`src/rtl/pe_output_collector_if.sv`:
```
// Interface bundling the capture command, lane data, result stream and status
// of the PE output collector. The controller side is master; the collector is slave.
interface pe_output_collector_if #(
  parameter int NUM_ARRAYS = 4,
  parameter int ACC_W      = 32,
  parameter int OUT_W      = 8
) ();
  logic                        capture;
  logic [NUM_ARRAYS*ACC_W-1:0] accumulated_output;
  logic [4:0]                  shift;
  logic                        relu_en;
  logic                        clr_overflow;
  logic [OUT_W-1:0]            out_data;
  logic                        out_valid;
  logic                        out_ready;
  logic                        busy;
  logic                        done;
  logic                        overflow;

  modport master (
    output capture, accumulated_output, shift, relu_en, clr_overflow, out_ready,
    input  out_data, out_valid, busy, done, overflow
  );

  modport slave (
    input  capture, accumulated_output, shift, relu_en, clr_overflow, out_ready,
    output out_data, out_valid, busy, done, overflow
  );
endinterface

```
`src/rtl/pe_output_collector.sv`:
```
// PE output collector: snapshots all accumulator lanes on a capture strobe,
// requantises one lane per cycle (ReLU, rounding shift, saturation) into a
// result FIFO and drains it over a valid/ready stream, lane 0 first.
module pe_output_collector #(
  parameter int NUM_ARRAYS = 4,
  parameter int ACC_W      = 32,
  parameter int OUT_W      = 8,
  parameter int FIFO_DEPTH = 8
) (
  input  logic                    clk,
  input  logic                    rst,
  pe_output_collector_if.slave    bus
);

  localparam int LANE_W = (NUM_ARRAYS > 1) ? $clog2(NUM_ARRAYS) : 1;
  localparam int PTR_W  = (FIFO_DEPTH > 1) ? $clog2(FIFO_DEPTH) : 1;
  localparam int CNT_W  = $clog2(FIFO_DEPTH) + 1;

  localparam logic [LANE_W-1:0] LAST_LANE = LANE_W'(NUM_ARRAYS - 1);
  localparam int                MAX_I     = 2 ** (OUT_W - 1) - 1;
  localparam logic signed [ACC_W:0] MAX_V = (ACC_W+1)'(MAX_I);
  localparam logic signed [ACC_W:0] MIN_V = (ACC_W+1)'(-MAX_I - 1);

  typedef enum logic [0:0] {
    ST_IDLE = 1'b0,
    ST_SCAN = 1'b1
  } state_t;

  state_t              r_state;
  state_t              w_state_next;
  logic [LANE_W-1:0]   r_lane;
  logic [ACC_W-1:0]    r_snap [NUM_ARRAYS];
  logic [ACC_W-1:0]    w_lanes [NUM_ARRAYS];
  logic [4:0]          r_shift;
  logic                r_relu;
  logic                r_done;
  logic                r_overflow;

  logic [OUT_W-1:0]    r_mem [FIFO_DEPTH];
  logic [PTR_W-1:0]    r_wr_ptr;
  logic [PTR_W-1:0]    r_rd_ptr;
  logic [CNT_W-1:0]    r_count;

  logic                w_pop;
  logic                w_push;
  logic                w_accept;
  logic                w_drop;
  logic                w_last;
  logic                w_space_ok;
  logic [CNT_W-1:0]    w_free;
  logic [ACC_W-1:0]    w_lane_val;
  logic [OUT_W-1:0]    w_result;

  // Requantise one lane: optional ReLU, round-half-up arithmetic shift, saturate.
  // Done at ACC_W+1 bits so the rounding bias can never wrap.
  function automatic logic [OUT_W-1:0] requant(
    input logic [ACC_W-1:0] lane,
    input logic [4:0]       sh,
    input logic             relu
  );
    logic signed [ACC_W:0] v;
    logic signed [ACC_W:0] bias;
    logic [OUT_W-1:0]      res;
    v    = {lane[ACC_W-1], lane};
    bias = '0;
    if (relu && (v < 0)) begin
      v = '0;
    end
    if (sh != 5'd0) begin
      bias = (ACC_W+1)'(1) << (sh - 5'd1);
      v    = (v + bias) >>> sh;
    end
    if (v > MAX_V) begin
      res = MAX_V[OUT_W-1:0];
    end else if (v < MIN_V) begin
      res = MIN_V[OUT_W-1:0];
    end else begin
      res = v[OUT_W-1:0];
    end
    return res;
  endfunction

  // Unpack the flattened lane bus into an array of lanes.
  for (genvar gi = 0; gi < NUM_ARRAYS; gi++) begin : g_lane
    assign w_lanes[gi] = bus.accumulated_output[gi*ACC_W +: ACC_W];
  end

  // Free space counts a same-cycle pop so a draining FIFO can accept sooner.
  assign w_pop      = bus.out_valid && bus.out_ready;
  assign w_free     = CNT_W'(FIFO_DEPTH) - r_count + CNT_W'(w_pop);
  assign w_space_ok = (w_free >= CNT_W'(NUM_ARRAYS));
  assign w_drop     = bus.capture && !w_accept;

  assign w_lane_val = r_snap[r_lane];
  assign w_result   = requant(w_lane_val, r_shift, r_relu);

  // Next-state logic: accept captures in IDLE with room reserved, scan lanes in SCAN.
  always_comb begin
    w_state_next = r_state;
    w_accept     = 1'b0;
    w_push       = 1'b0;
    w_last       = 1'b0;
    case (r_state)
      ST_IDLE: begin
        if (bus.capture && w_space_ok) begin
          w_accept     = 1'b1;
          w_state_next = ST_SCAN;
        end
      end
      ST_SCAN: begin
        w_push = 1'b1;
        if (r_lane == LAST_LANE) begin
          w_last       = 1'b1;
          w_state_next = ST_IDLE;
        end
      end
      default: w_state_next = ST_IDLE;
    endcase
  end

  // State register.
  always_ff @(posedge clk or negedge rst) begin
    if (!rst) begin
      r_state <= ST_IDLE;
    end else begin
      r_state <= w_state_next;
    end
  end

  // Snapshot lanes and requant settings on acceptance; advance lane index while scanning.
  always_ff @(posedge clk or negedge rst) begin
    if (!rst) begin
      for (int i = 0; i < NUM_ARRAYS; i++) begin
        r_snap[i] <= '0;
      end
      r_shift <= '0;
      r_relu  <= 1'b0;
      r_lane  <= '0;
    end else if (w_accept) begin
      for (int i = 0; i < NUM_ARRAYS; i++) begin
        r_snap[i] <= w_lanes[i];
      end
      r_shift <= bus.shift;
      r_relu  <= bus.relu_en;
      r_lane  <= '0;
    end else if (w_push) begin
      r_lane <= r_lane + LANE_W'(1);
    end
  end

  // Done pulse follows the last push; overflow is sticky with set winning over clear.
  always_ff @(posedge clk or negedge rst) begin
    if (!rst) begin
      r_done     <= 1'b0;
      r_overflow <= 1'b0;
    end else begin
      r_done <= w_last;
      if (w_drop) begin
        r_overflow <= 1'b1;
      end else if (bus.clr_overflow) begin
        r_overflow <= 1'b0;
      end
    end
  end

  // FIFO storage; contents need no reset because the pointers define validity.
  always_ff @(posedge clk) begin
    if (w_push) begin
      r_mem[r_wr_ptr] <= w_result;
    end
  end

  // FIFO pointers and occupancy; pointers wrap naturally at the power-of-two depth.
  always_ff @(posedge clk or negedge rst) begin
    if (!rst) begin
      r_wr_ptr <= '0;
      r_rd_ptr <= '0;
      r_count  <= '0;
    end else begin
      if (w_push) begin
        r_wr_ptr <= r_wr_ptr + PTR_W'(1);
      end
      if (w_pop) begin
        r_rd_ptr <= r_rd_ptr + PTR_W'(1);
      end
      case ({w_push, w_pop})
        2'b10:   r_count <= r_count + CNT_W'(1);
        2'b01:   r_count <= r_count - CNT_W'(1);
        default: r_count <= r_count;
      endcase
    end
  end

  assign bus.out_valid = (r_count != '0);
  assign bus.out_data  = bus.out_valid ? r_mem[r_rd_ptr] : '0;
  assign bus.busy      = (r_state == ST_SCAN);
  assign bus.done      = r_done;
  assign bus.overflow  = r_overflow;

endmodule
```
`src/flat_wrapper.sv`:
```
// flat-port wrapper written by rule: the top's interface ports become plain ports
module pe_output_collector_flat 
#(
  parameter int NUM_ARRAYS = 4,
  parameter int ACC_W      = 32,
  parameter int OUT_W      = 8,
  parameter int FIFO_DEPTH = 8
)
  (clk, rst, bus_capture, bus_accumulated_output, bus_shift, bus_relu_en, bus_clr_overflow, bus_out_ready, bus_out_data, bus_out_valid, bus_busy, bus_done, bus_overflow);
  pe_output_collector_if #(.NUM_ARRAYS(NUM_ARRAYS), .ACC_W(ACC_W), .OUT_W(OUT_W)) bus_i ();
  input  logic clk;
  input  logic rst;
  input wire logic [$bits(bus_i.capture)-1:0] bus_capture;
  input wire logic [$bits(bus_i.accumulated_output)-1:0] bus_accumulated_output;
  input wire logic [$bits(bus_i.shift)-1:0] bus_shift;
  input wire logic [$bits(bus_i.relu_en)-1:0] bus_relu_en;
  input wire logic [$bits(bus_i.clr_overflow)-1:0] bus_clr_overflow;
  input wire logic [$bits(bus_i.out_ready)-1:0] bus_out_ready;
  output wire logic [$bits(bus_i.out_data)-1:0] bus_out_data;
  output wire logic [$bits(bus_i.out_valid)-1:0] bus_out_valid;
  output wire logic [$bits(bus_i.busy)-1:0] bus_busy;
  output wire logic [$bits(bus_i.done)-1:0] bus_done;
  output wire logic [$bits(bus_i.overflow)-1:0] bus_overflow;
  assign bus_i.capture = bus_capture;
  assign bus_i.accumulated_output = bus_accumulated_output;
  assign bus_i.shift = bus_shift;
  assign bus_i.relu_en = bus_relu_en;
  assign bus_i.clr_overflow = bus_clr_overflow;
  assign bus_i.out_ready = bus_out_ready;
  assign bus_out_data = bus_i.out_data;
  assign bus_out_valid = bus_i.out_valid;
  assign bus_busy = bus_i.busy;
  assign bus_done = bus_i.done;
  assign bus_overflow = bus_i.overflow;
  pe_output_collector #(.NUM_ARRAYS(NUM_ARRAYS), .ACC_W(ACC_W), .OUT_W(OUT_W), .FIFO_DEPTH(FIFO_DEPTH)) u_core (.clk(clk), .rst(rst), .bus(bus_i));
endmodule
```
`config.mk`:
```
export PLATFORM = sky130hd
export DESIGN_NAME = pe_output_collector_flat
export DESIGN_NICKNAME = d
export VERILOG_FILES = /design/src/rtl/pe_output_collector_if.sv /design/src/rtl/pe_output_collector.sv /design/src/flat_wrapper.sv
export SDC_FILE = /design/constraint.sdc
export NUM_CORES = 1
export LEC_CHECK = 0
export CORE_ASPECT_RATIO = 1.5
export CORE_MARGIN = 4
export CORE_UTILIZATION = 58
export CTS_BUF_LIST = sky130_fd_sc_hd__clkbuf_4 sky130_fd_sc_hd__clkbuf_8 sky130_fd_sc_hd__clkbuf_16
export CTS_CLUSTER_DIAMETER = 30
export DETAILED_ROUTE_END_ITERATION = 8
export MAX_ROUTING_LAYER = met4
export PLACE_DENSITY = 0.91
export SLEW_MARGIN = 20
export SYNTH_ARGS = -nofsm -noshare
export SYNTH_HDL_FRONTEND = slang
export SYNTH_SLANG_ARGS = --single-unit
```
`constraint.sdc`:
```
create_clock -name clk -period 7.2 [get_ports clk]
set_input_delay 1.44 -clock clk [delete_from_list [all_inputs] [get_ports clk]]
set_output_delay 1.44 -clock clk [all_outputs]
set_load 0.03 [all_outputs]
```
After elaboration in Yosys (flattened, before gate mapping)
Memories as Yosys holds them, arrays and structs flattened. Index checks and enable logic that the tools add are counted.

Memories kept: 1. Output and inout port bits: 12. Memory bits (writable): 64. Register bits: 149.

Add/subtract/negate cells: 9. Multiplexer cells: 22. $lt $le $gt $ge: 5. Bitwise gates (word level): 2. Shift operators: 2. Reductions and logical operators: 10. Eq/ne operators: 3.

Memories: u_core.r_mem (depth 8, width 8, rd ports 1, clocked after memory_dff 0, write ports 1, line pe_output_collector.sv:39) `logic [OUT_W-1:0] r_mem [FIFO_DEPTH];`.

Operator list (count): 33-bit two-way mux (2); 32-bit binary-select mux with 2-bit select (1); 32-bit two-way mux (2); 33-bit adder (1); 33-bit by 8-bit greater-than comparator with 1-bit output (second input constant) (1); 33-bit by 8-bit < comparator with 1-bit output (second input constant) (1); 1-bit by 5-bit << shifter with 33-bit output (first input constant) (1); 33-bit by 5-bit >>> shifter with 33-bit output (1); 32-bit by 1-bit < comparator with 1-bit output (second input constant) (1); 8-bit two-way mux (3); 1-bit two-way mux (10); 4-bit case mux with 2 select lines (1); 3-bit by 1-bit adder with 3-bit output (second input constant) (2); 2-bit nonzero test (3); 5-bit nonzero test (1); 5-bit by 1-bit subtractor with 5-bit output (second input constant) (1); 4-bit by 1-bit adder with 4-bit output (1); 4-bit by 1-bit adder with 4-bit output (second input constant) (1); 2-bit == test (second input constant) (2); 4-bit by 3-bit greater-or-equal comparator with 1-bit output (second input constant) (1); 1-bit logical AND (4); 2-bit two-way mux (2); 4-bit nonzero test (1); 4-bit by 1-bit subtractor with 4-bit output (second input constant) (1); 8 further kinds (8).

Depth between registers and ports, before layout
Word-level depth: 13. Depth in mapped cells: 23. Depth with buffers taken out: 20.

Worst setup path before layout
Ideal clock, no wire load.

Path type: flip-flop to flip-flop. Start point: register u_core.r_lane[0]. End point: memory u_core.r_mem[0][3] (data pin). Period minus slack after synthesis: 6.159 ns. Setup time: 0.220 ns. Arrival: 5.939 ns. Stages on the path, launching flop included: 21. Setup slack: 1.041 ns. Buffers on the path: 3. Cell sequence: dfrtp_1 > buf_2 > buf_2 > buf_1 > mux4_2 > nor2b_1 > ha_1 > fa_1 > a211oi_2 > o21ai_2 > a21oi_1 > o21bai_1 > xnor2_1 > a22o_1 > o31a_1 > and4_1 > o311a_1 > or4_1 > or3_1 > o31a_1 > o21bai_1.

Word-level cells in the longest chain between the ends: 13. Elaborated cells between the ends (all ways): 14.

RTL lines: start: declaration (line pe_output_collector.sv:31) `logic [LANE_W-1:0] r_lane;`; start signal: assignment (line pe_output_collector.sv:147) `r_lane <= r_lane + LANE_W'(1);`; 2-bit NOT with 3-bit output (implied by the code) (*) (line pe_output_collector.sv:94) `assign w_lane_val = r_snap[r_lane];`; 32-bit binary-select mux with 2-bit select (*) (line pe_output_collector.sv:94); 32-bit two-way mux (implied by the code) (*) (2 in a row) (line pe_output_collector.sv:94); 32-bit by 1-bit < comparator with 1-bit output (line pe_output_collector.sv:66) `if (relu && (v < 0)) begin`; 1-bit logical AND (line pe_output_collector.sv:66); 33-bit two-way mux (*) (line pe_output_collector.sv:66); 33-bit adder (line pe_output_collector.sv:71) `v = (v + bias) >>> sh;`; 33-bit by 5-bit >>> shifter with 33-bit output (line pe_output_collector.sv:71); 33-bit two-way mux (*) (line pe_output_collector.sv:69) `if (sh != 5'd0) begin`; 33-bit by 8-bit < comparator with 1-bit output (line pe_output_collector.sv:75) `end else if (v < MIN_V) begin`; 8-bit two-way mux (line pe_output_collector.sv:75); 8-bit two-way mux (*) (line pe_output_collector.sv:73) `if (v > MAX_V) begin`; via u_core.w_result[3] (line pe_output_collector.sv:52) `logic [OUT_W-1:0] w_result;`; end: declaration (line pe_output_collector.sv:39).

The timed path passes the listed nets; every way through them passes the cells marked *. The select of a mux whose other input is x is not followed.

Final worst setup path
Start point: register u_core.r_shift[3]. End point: memory u_core.r_mem[0][0] (data pin).

Word-level cells in the longest chain between the ends: 8. Elaborated cells between the ends (all ways): 10.

RTL lines: start: declaration (line pe_output_collector.sv:34) `logic [4:0] r_shift;`; start signal: assignment (line pe_output_collector.sv:143) `r_shift <= bus.shift;`; 5-bit by 1-bit subtractor with 5-bit output (line pe_output_collector.sv:70) `bias = (ACC_W+1)'(1) << (sh - 5'd1);`; 1-bit by 5-bit << shifter with 33-bit output (line pe_output_collector.sv:70); 33-bit adder (line pe_output_collector.sv:71); 33-bit by 5-bit >>> shifter with 33-bit output (line pe_output_collector.sv:71); 33-bit two-way mux (*) (line pe_output_collector.sv:69); 33-bit by 8-bit < comparator with 1-bit output (line pe_output_collector.sv:75); 8-bit two-way mux (line pe_output_collector.sv:75); 8-bit two-way mux (*) (line pe_output_collector.sv:73); via u_core.w_result[0] (line pe_output_collector.sv:52).

The timed path passes the listed nets; every way through them passes the cells marked *.

==> reports/results.tsv <==
metric	value	unit
hold wc startpoint	u_core.r_snap[22]	
I/O Buffers	150	
unique cell type count in the Yosys netlist	86	
Cells after Synth	1374	
CP max-delay cell	a32oi_1	
Worst Tran Pin Value	1.06	ns
normalized max-slew margin	29.3	%
routability cong.	1.04	
Syn Nets	1553	
Clk pin slew, worst setup/hold paths	0.06	ns
drt total wl	53.5	mm
startpoint type of the worst setup path	register	
RSZ-0062 raised after global routing	no	
# setup viols final	0	
GRT Total Usage	40.3	%
Residual DRC	0	
total clock sinks	213	
Avg Inst Size Synth	10.4	sq um
fill count	1699	
Synth Flop Type	dfrtp_1	
Hold Path Stages	1	
CTS tree	built	
Post-DP HPWL	39.1	mm
post-synthesis instance area	14300	sq um
area of the multi-input gates	8190	sq um
fraction of registers with async set/reset	70.0	%
crit-path cells	buf_4 -> nor3_1 -> nand2_1 -> buf_4 -> nor2_1 -> ha_1 -> o211ai_1 -> o211ai_2 -> a32oi_1 -> a211oi_1 -> or2_1 -> xor2_1 -> buf_4 -> a221oi_1 -> a31oi_1 -> nor3_1 -> nand3_1 -> nor4_1 -> a31oi_1 -> o21bai_1	
via count	13007	
highest clock rate	0.141	GHz
layout cells sized above 1	21.9	%
Max H-tree Level	1	
Initial Util	58.6	%
Worst Hold End	u_core.r_snap[22]	
post-route ant nets	0	
total die area	27200	sq um
CORE AREA	24300	sq um
Setup Total Neg Slack	0	ns
critical path peak fanout	24	
vias in the first global route	13579	
final hold vios	0	
worst clock skew	0.0327	ns
Crit Path Category	reg2reg	
total grt overflow	0	
worst-case clock buffer depth	3	
status	completed	
io pins	151	
YS warnings	0	
Max Slew Vio Count	0	
Avg WL per Cell	28.6	microns
Reg area	5650	sq um
antenna violations before repair	2	
DIE HEIGHT	200	microns
first-pass GRT wire length	81.0	mm
Layout area overhead	21.5	%
First-pass DRT Iterations	7	
DR vias/cell	6.95	
DIE WIDTH	136	microns
reg2reg start	u_core.r_shift[3]	
Seq cells post-synth	213	
post-CTS setup buffer count	0	
largest net degree at the start of global routing	134	
cts bufs inserted	30	
final period utilization	98.6	%
Worst Reg-to-Reg Cells	20	
latest clock arrival within the worst-skew pair	0.60	ns
data required time of the critical path	7.46	ns
number of max-cap violations	0	
Clock Tree Root	clkbuf_16	
Tmin final	7.10	ns
nets	1700	
post-synthesis sequential area ratio	39.6	%
Worst Path Arrival	7.36	ns
row cnt	70	
Worst R2R Setup Slack	0.10	ns
EDFF count, synth	64	
Top cell by count, worst path	buf_4	
worst hold path type	reg2reg	
reg-to-reg endpoint	u_core.r_mem[0][0]	
critical path endpoint category	register	
DRT iter0 DRCs	1713	
CP peak stage delay	0.65	ns
-- flip-flops by register name, summed over array words and instances (netlist names) --
register             count
u_core.r_wr_ptr          3
u_core.r_relu            1
u_core.r_mem            64
u_core.r_lane            2
u_core.r_snap          128
u_core.r_rd_ptr          3
u_core.bus.overflow      1
u_core.r_count           4
u_core.bus.done          1
u_core.bus.busy          1
u_core.r_shift           5
-- cells by family after synthesis --
group | share of synthesized area, %
simple gates | 14.3
compound gates | 16.1
mux | 21.0
flops | 39.6
buf+inv | 3.19
fa+ha+maj | 3.61
xor+xnor | 2.27
-- worst max-delay path: cells and delay by family (launching register included) --
kind | cells | cell delay, ns
AOI/OAI and AO/OA | 8 | 3.01
and+or+nand+nor | 7 | 1.98
buffers and inverters | 3 | 0.75
DFF | 1 | 0.51
adders and majority gates | 1 | 0.32
xor gates and xnor gates | 1 | 0.19
-- metrics by stage --
| step | setup slack (ns) | instances | instance area, sq um | util [%] | hold slack, ns |
|---|---|---|---|---|---|
| after floorplan | 1.04 | 1374 | 14300 | - | 0.475 |
| after global placement | 0.375 | 1813 | 16300 | 66.8 | 0.485 |
| after detailed placement | 0.413 | 1813 | 16300 | 66.8 | 0.492 |
| after CTS | 0.384 | 1869 | 17300 | 71.2 | 0.504 |
| after global routing | 0.0493 | 1871 | 17300 | 71.2 | 0.510 |
| final | 0.101 | 1871 | 17300 | 71.2 | 0.505 |
-- layout make-up --
| class | instances | area share [%] |
|---|---|---|
| Clock buffer | 33 | 4.63 |
| Sequential cell | 213 | 32.6 |
| Clock inverter | 23 | 1.56 |
| Inverter | 21 | 0.454 |
| Multi-Input combinational cell | 1048 | 47.2 |
| Timing Repair Buffer | 207 | 11.2 |
| Antenna cell | 2 | 0.0288 |
| Tap cell | 324 | 2.34 |
-- metal layers --
metal | track usage, % | up-vias | part of all wire [%]
li1 | - | 5508 | -
met1 | 42.0 | 6266 | 33
met2 | 66.7 | 907 | 50
met3 | 9.10 | 326 | 8.3
met4 | 27.7 | 0 | 9.2
met5 | - | - | 0
-- cell usage after synthesis (5+ instances only) --
library cell,number,area share (%)
o21ai_1,13,0.46
buf_2,19,0.67
a21oi_1,65,2.3
xor2_1,17,1.0
o211ai_1,26,1.4
nand2b_1,12,0.53
a21o_1,14,0.74
or3_1,12,0.53
buf_1,12,0.32
ha_1,38,3.3
a2bb2oi_1,5,0.31
o22ai_1,12,0.53
mux4_2,54,8.5
nor2b_1,32,1.4
inv_1,19,0.50
xnor2_1,20,1.2
o2111ai_1,7,0.43
nand3_1,25,0.88
o21ai_0,43,1.5
nor3_1,32,1.1
clkbuf_1,59,1.6
o221ai_1,5,0.31
mux2i_1,29,2.0
a211o_1,6,0.37
nand2_1,113,3.0
nor2_1,144,3.8
a31oi_1,7,0.31
a211oi_2,6,0.53
o21bai_1,11,0.58
o31ai_1,5,0.26
nand4_1,20,0.88
and3_1,8,0.35
a221oi_1,13,0.80
o21a_1,10,0.53
nor4_1,7,0.31
and2_1,7,0.31
edfxtp_1,64,13
dfrtp_1,149,26
mux2_2,132,10
a211oi_1,20,1.1
-- what timing repair did --
action	4_1_cts	5_1_grt
hold buffers	0	0
resized for setup	0	1
endpoints found under the setup margin	0	56
hold endpoints to repair	0	0
-- worst max path at each step --
stage	start	end	slack (ns)	depth (start not counted)
6_report	u_core.r_shift[3]	u_core.r_mem[0][0]	0.10	20
5_1_grt	u_core.r_shift[3]	u_core.r_mem[6][4]	0.05	20
4_1_cts	u_core.r_lane[0]	u_core.r_mem[0][0]	0.38	17
3_5_place_dp	u_core.r_shift[3]	u_core.r_mem[1][3]	0.41	19
3_3_place_gp	u_core.r_shift[3]	u_core.r_mem[6][1]	0.38	19
2_1_floorplan	u_core.r_lane[0]	u_core.r_mem[0][3]	1.04	20
-- placed cells by master, fill, tap and decap left out, drive strengths merged, types with 26 or more instances in the layout --
master and instances:
clkbuf 33, mux4 54, nor3 32, nor2b 32, nand2 114, clkdlybuf4s50 149, nor2 145, mux2 132
edfxtp 64, a211oi 26, buf 58, ha 38, a21oi 67, o211ai 28, dfrtp 149, inv 29
o21ai 59, mux2i 29
Power is not shown: default switching activity piles up to over one toggle a cycle in this logic, so the estimate is an artifact.
